## config.mk

```make
export PLATFORM = sky130hd
export DESIGN_NAME = bridge_arbiter
export DESIGN_NICKNAME = d
export VERILOG_FILES = /design/src/rtl/bridge_arbiter.sv
export SDC_FILE = /design/constraint.sdc
export NUM_CORES = 1
export LEC_CHECK = 0
export BUFFER_PORTS_ARGS = -buffer_cell sky130_fd_sc_hd__buf_4
export CORE_AREA = 4 4 117 119
export CTS_CLUSTER_DIAMETER = 50
export DETAILED_ROUTE_END_ITERATION = 7
export DIE_AREA = 0 0 121 123
export HOLD_SLACK_MARGIN = 0.06
export PLACE_DENSITY = 0.65
export SYNTH_ARGS = -nofsm -noshare
export SYNTH_HDL_FRONTEND = slang
export SYNTH_SLANG_ARGS = --single-unit
```

## constraint.sdc

```tcl
create_clock -name clk -period 1.8 [get_ports clk]
set_input_delay 0 -clock clk [delete_from_list [all_inputs] [get_ports clk]]
set_output_delay 0 -clock clk [all_outputs]
set_load 0.03 [all_outputs]
```

## src/rtl/bridge_arbiter.sv

```systemverilog
// bridge_arbiter
//   Two-master arbiter in front of the system Bridge. M0 is the CPU data
//   port and M1 is a DMA/debug master. Ownership is granted per burst.
//   Ties are broken round-robin. A burst is capped at MAX_BURST beats
//   while the other master is waiting. Read data is registered back to
//   the master that issued the read.
//
// Ports
//   clk, reset              clock; asynchronous active-high reset
//   mX_req                  master X requests a beat (held high for a burst)
//   mX_addr/wdata/byteen    master X beat; byteen != 0 is a write, 0 is a read
//   mX_gnt                  master X owns the bus; beat = mX_req && mX_gnt
//   mX_rdata/rvalid         read return; rvalid pulses for one cycle
//   s_addr/wdata/byteen     to the Bridge; all zero when no beat occurs
//   s_rdata                 from the Bridge, combinational on s_addr
//
// Handshake: a beat is transferred in any cycle where mX_req && mX_gnt.
// Grant is a registered function of the arbitration state. A master may
// change addr/wdata/byteen every beat. Read data returns on the cycle after
// the read beat, with rvalid high for exactly that cycle.

module bridge_arbiter #(
    parameter int MAX_BURST = 4,
    parameter int CW        = 3
) (
    input  logic        clk,
    input  logic        reset,
    input  logic        m0_req,
    input  logic [31:0] m0_addr,
    input  logic [31:0] m0_wdata,
    input  logic [3:0]  m0_byteen,
    output logic        m0_gnt,
    output logic [31:0] m0_rdata,
    output logic        m0_rvalid,
    input  logic        m1_req,
    input  logic [31:0] m1_addr,
    input  logic [31:0] m1_wdata,
    input  logic [3:0]  m1_byteen,
    output logic        m1_gnt,
    output logic [31:0] m1_rdata,
    output logic        m1_rvalid,
    output logic [31:0] s_addr,
    output logic [31:0] s_wdata,
    output logic [3:0]  s_byteen,
    input  logic [31:0] s_rdata
);

    typedef enum logic [1:0] {
        IDLE = 2'd0,
        OWN0 = 2'd1,
        OWN1 = 2'd2
    } state_t;

    localparam logic [CW-1:0] LAST_BEAT = CW'(MAX_BURST - 1);

    state_t        state, state_nxt;
    logic [CW-1:0] cnt, cnt_nxt;
    logic          last_owner, last_owner_nxt;   // 0 = M0, 1 = M1
    logic          beat0, beat1;

    assign beat0 = (state == OWN0) && m0_req;
    assign beat1 = (state == OWN1) && m1_req;

    // Next-state logic. The burst counter only limits ownership when the
    // other master is waiting; otherwise it wraps and the owner stays.
    always_comb begin
        state_nxt      = state;
        cnt_nxt        = cnt;
        last_owner_nxt = last_owner;
        case (state)
            IDLE: begin
                cnt_nxt = '0;
                if (m0_req && m1_req) begin
                    state_nxt = last_owner ? OWN0 : OWN1;
                end else if (m0_req) begin
                    state_nxt = OWN0;
                end else if (m1_req) begin
                    state_nxt = OWN1;
                end
            end
            OWN0: begin
                if (!m0_req) begin
                    cnt_nxt   = '0;
                    state_nxt = m1_req ? OWN1 : IDLE;
                end else begin
                    last_owner_nxt = 1'b0;
                    if (cnt == LAST_BEAT) begin
                        cnt_nxt = '0;
                        if (m1_req) state_nxt = OWN1;
                    end else begin
                        cnt_nxt = cnt + 1'b1;
                    end
                end
            end
            OWN1: begin
                if (!m1_req) begin
                    cnt_nxt   = '0;
                    state_nxt = m0_req ? OWN0 : IDLE;
                end else begin
                    last_owner_nxt = 1'b1;
                    if (cnt == LAST_BEAT) begin
                        cnt_nxt = '0;
                        if (m0_req) state_nxt = OWN0;
                    end else begin
                        cnt_nxt = cnt + 1'b1;
                    end
                end
            end
            default: begin
                state_nxt = IDLE;
                cnt_nxt   = '0;
            end
        endcase
    end

    // Grants are registered from the next state so they toggle cleanly on
    // the same edge as the state; a handover costs no idle cycle.
    always_ff @(posedge clk or posedge reset) begin
        if (reset) begin
            state      <= IDLE;
            cnt        <= '0;
            last_owner <= 1'b1;
            m0_gnt     <= 1'b0;
            m1_gnt     <= 1'b0;
        end else begin
            state      <= state_nxt;
            cnt        <= cnt_nxt;
            last_owner <= last_owner_nxt;
            m0_gnt     <= (state_nxt == OWN0);
            m1_gnt     <= (state_nxt == OWN1);
        end
    end

    // Read return is tagged by the beat, not by the current grant, so a
    // read issued just before a handover still returns to its issuer.
    always_ff @(posedge clk or posedge reset) begin
        if (reset) begin
            m0_rdata  <= '0;
            m0_rvalid <= 1'b0;
            m1_rdata  <= '0;
            m1_rvalid <= 1'b0;
        end else begin
            m0_rvalid <= beat0 && (m0_byteen == 4'b0);
            m1_rvalid <= beat1 && (m1_byteen == 4'b0);
            if (beat0 && (m0_byteen == 4'b0)) m0_rdata <= s_rdata;
            if (beat1 && (m1_byteen == 4'b0)) m1_rdata <= s_rdata;
        end
    end

    // Slave side is driven only during a beat, so no stray write can leak
    // out while a grant is held without a request.
    always_comb begin
        s_addr   = '0;
        s_wdata  = '0;
        s_byteen = '0;
        if (beat0) begin
            s_addr   = m0_addr;
            s_wdata  = m0_wdata;
            s_byteen = m0_byteen;
        end else if (beat1) begin
            s_addr   = m1_addr;
            s_wdata  = m1_wdata;
            s_byteen = m1_byteen;
        end
    end

endmodule

```

==> reports/metrics.csv <==
metric,value,unit
status,"finished, violations left",
failing checks,setup timing,
PnR Total Power,10.56,mW
HP Start,m1_req,
antenna cell count,0,
post-layout util,60.49,%
Final ANT Viol Nets,0,
crit path cell chain,buf_6 > ha_4 > and2_4 > nor2b_4 > buf_4 > buf_12 > a22o_4 > buf_6,
largest net degree at the start of global routing,64,
syn_area_per_cell,13.30,sq um
sequential area share after synthesis,51.03,%
WP data required,1.80,ns
Placed Cells,742,
pins over their slew limit,0,
Clock Sink Count,74,
post-layout worst setup margin,-0.1607,ns
Num CTS Buffers,9,
type of origin of the critical path,flop,
Final min period,1.961,ns
Gate power share,58.3,%
NetSw,4.268,mW
max incr delay on CP,0.41,ns
Initial DRC Count,179,
"most common cell after layout, fill and taps aside",buf_4,
Final Non-Filler Cells,816,
vias in the first global route,4207,
PD cells,1389,nW/um^2
global-route wire length before repair,24.43,mm
die width,121,um
port bufs,307,
starting density of the core,28.89,%
fin crit share,108.9,%
drt total wl,17.35,mm
peak supply drop,1.076,mV
detailed-route DRC error count,0,
Hold WC Path Type,input port to flop,
Slew @ Worst Pin,0.6885,ns
layout cell share with drive strength beyond 1,70.03,%
multi-input logic area,1752,sq um
GR Overflow Total,0,
final net count,816,
Fin. Hold Viols,0,
clock tree root driver cell,clkbuf_16,
post-synth cell types,32,
Syn-to-layout area delta,109.4,%
Die H,123,um
Internal Power,6.293,mW
RSZ-0062 raised after global routing,yes,
total number of vias,3954,
Mapped Nets,450,
Setup TNS Final,-8.031,ns
latest clock arrival within the worst-skew pair,0.33,ns
register area,1853,sq um
CTS tree,done,
pre-CTS setup slack,-0.01044,ns
f_max,510.0,MHz
switch share,40.41,%
critical path class,flop to output pin,
"commonest cells after routing, fill and taps aside","257 x buf_4, 73 x dfrtp_1, 70 x buf_6",
Pleak,4.004,nW
crit path capture type,output pin,
critical path data arrival time,1.96,ns
max cap viols,0,
clock transition time at the flip-flop clock pins of the worst setup and hold paths,0.05,ns
Yosys Warn Count,0,
antenna violations before repair,0,
final RePlAce weighted congestion,0.8704,
Reg power frac,24.2,%
Final setup viols,68,
Hold WS,0.1630,ns
worst reg2reg startpoint,state[1]$_DFF_PP0_,
post-route cell area,7602,sq um
Crit. Startpoint,state[1]$_DFF_PP0_,
Most common cell on crit path,buf_6,
#FFs+latches synth,74,
# IOs,308,
Worst path slowest cell,dfrtp_1,
DP Area,6211,sq um
GR Util All Layers,21.39,%
routed wire length per instance,21.26,um
worst clock skew,0.006107,ns
Clock Path Buffers,2,
core area,12570,sq um
drt pass-1 iters,4,
Die ar.,14880,sq um
Synth Cell Area,3631,sq um
DR vias/cell,4.846,
Post-Syn Instances,273,
slew margin rel.,53.68,%
clock power share,17.5,%
Rows,41,
htree depth,3,
fill count,1003,
CP Max Fanout,11,
HPWL Detailed,12.54,mm
worst max-delay path, delay by kind of cell (launching register included):
family | cells | cell delay (ns)
AND/OR/NAND/NOR | 2 | 0.27
adder cells (fa/ha/maj) | 1 | 0.15
AO/OA/AOI/OAI | 1 | 0.24
buffers and inverters | 4 | 0.56
flip-flops | 1 | 0.41
power groups by stage:
stage | Combinational [mW] | Clock (mW) | Sequential, mW
5_1_grt | 6.41 | 1.97 | 2.62
3_5_place_dp | 5.16 | 0 | 2.57
6_report | 6.16 | 1.85 | 2.55
3_3_place_gp | 5.12 | 0 | 2.53
4_1_cts | 6.04 | 1.88 | 2.55
2_1_floorplan | 1.99 | 0 | 3.55
worst paths after layout:
path / to / slack (ns) / cells after the start
max reg2reg: m0_rdata[25]$_DFFE_PP0P_ / 0.01 / 8
max in group asynchronous: last_owner$_DFFE_PP1P_ / 0.98 / 4
min in group asynchronous: m1_rdata[3]$_DFFE_PP0P_ / 0.18 / 3
min reg2reg: cnt[0]$_DFF_PP0_ / 0.45 / 1
max: s_byteen[3] / -0.16 / 8
min: state[1]$_DFF_PP0_ / 0.16 / 4
layout make-up:
type	count	share of cell area (%)
Sequential cell	74	24.37
Multi-Input combinational cell	169	23.04
Clock inverter	3	0.6090
Tap cell	172	2.831
Timing Repair Buffer	378	45.19
Inverter	7	0.3950
Clock buffer	13	3.555
cell families after synthesis:
family          after synthesis  share of synthesized area, %
compound gates               77                         18.26
fa+ha+maj                     5                         1.723
buf+inv                      30                         4.824
flops                        74                         51.03
mux                          66                         20.43
simple gates                 21                         3.721
sequential cells by signal (all words and copies together) (netlist names):
register / flops
cnt: 3
last_owner: 1
m0_gnt: 1
m0_rdata: 32
m0_rvalid: 1
m1_gnt: 1
m1_rdata: 32
m1_rvalid: 1
state: 2
what timing repair did:
| action | CTS | global route |
|---|---|---|
| gates cloned | 5 | 2 |
| hold buffers | 34 | 0 |
| setup endpoints to repair | 68 | 69 |
| resized for setup | 96 | 15 |
| buffers inserted | 16 | 4 |
| pin swaps | 17 | 12 |
| endpoints found under the hold margin | 138 | 0 |
metal layers:
| layer | vias up | part of all wire (%) | global-route usage, % |
|---|---|---|---|
| met1 | 1955 | 38 | 26.27 |
| li1 | 1771 | - | - |
| met2 | 203 | 51 | 36.68 |
| met4 | 0 | 1.9 | 5.595 |
| met5 | - | 0 | 0 |
| met3 | 25 | 8.7 | 6.587 |
cell usage after synthesis:
cell type   n  area (sq um)
a21oi_1     1         5.000
buf_4       4         30.03
mux2i_1     1         10.01
dfrtp_1    73          1827
a22o_1     68         595.6
nor2b_1     2         12.51
o211ai_1    2         15.01
a2bb2oi_1   1         8.760
a221oi_2    1         15.01
nor3_1      1         5.000
and2_2      1         7.510
dfstp_2     1         26.28
o21ai_0     2         10.01
nor4_1      2         12.51
clkbuf_1    6         22.52
and2_0      1         6.260
ha_1        5         62.56
nand2_1     1         3.750
nand2_2     2         12.51
and3_1      1         6.260
nor3b_1     2         15.01
and3b_2     1         10.01
buf_2       8         40.04
nor2_1      4         15.01
inv_1       7         26.28
a21o_1      1         7.510
a31oi_1     1         6.260
mux2_2     65         732.0
nor3b_2     1         12.51
nand4bb_1   1         11.26
buf_6       5         56.30
nand3_1     1         5.000
Note: power is estimated with default switching activity, not from simulation.
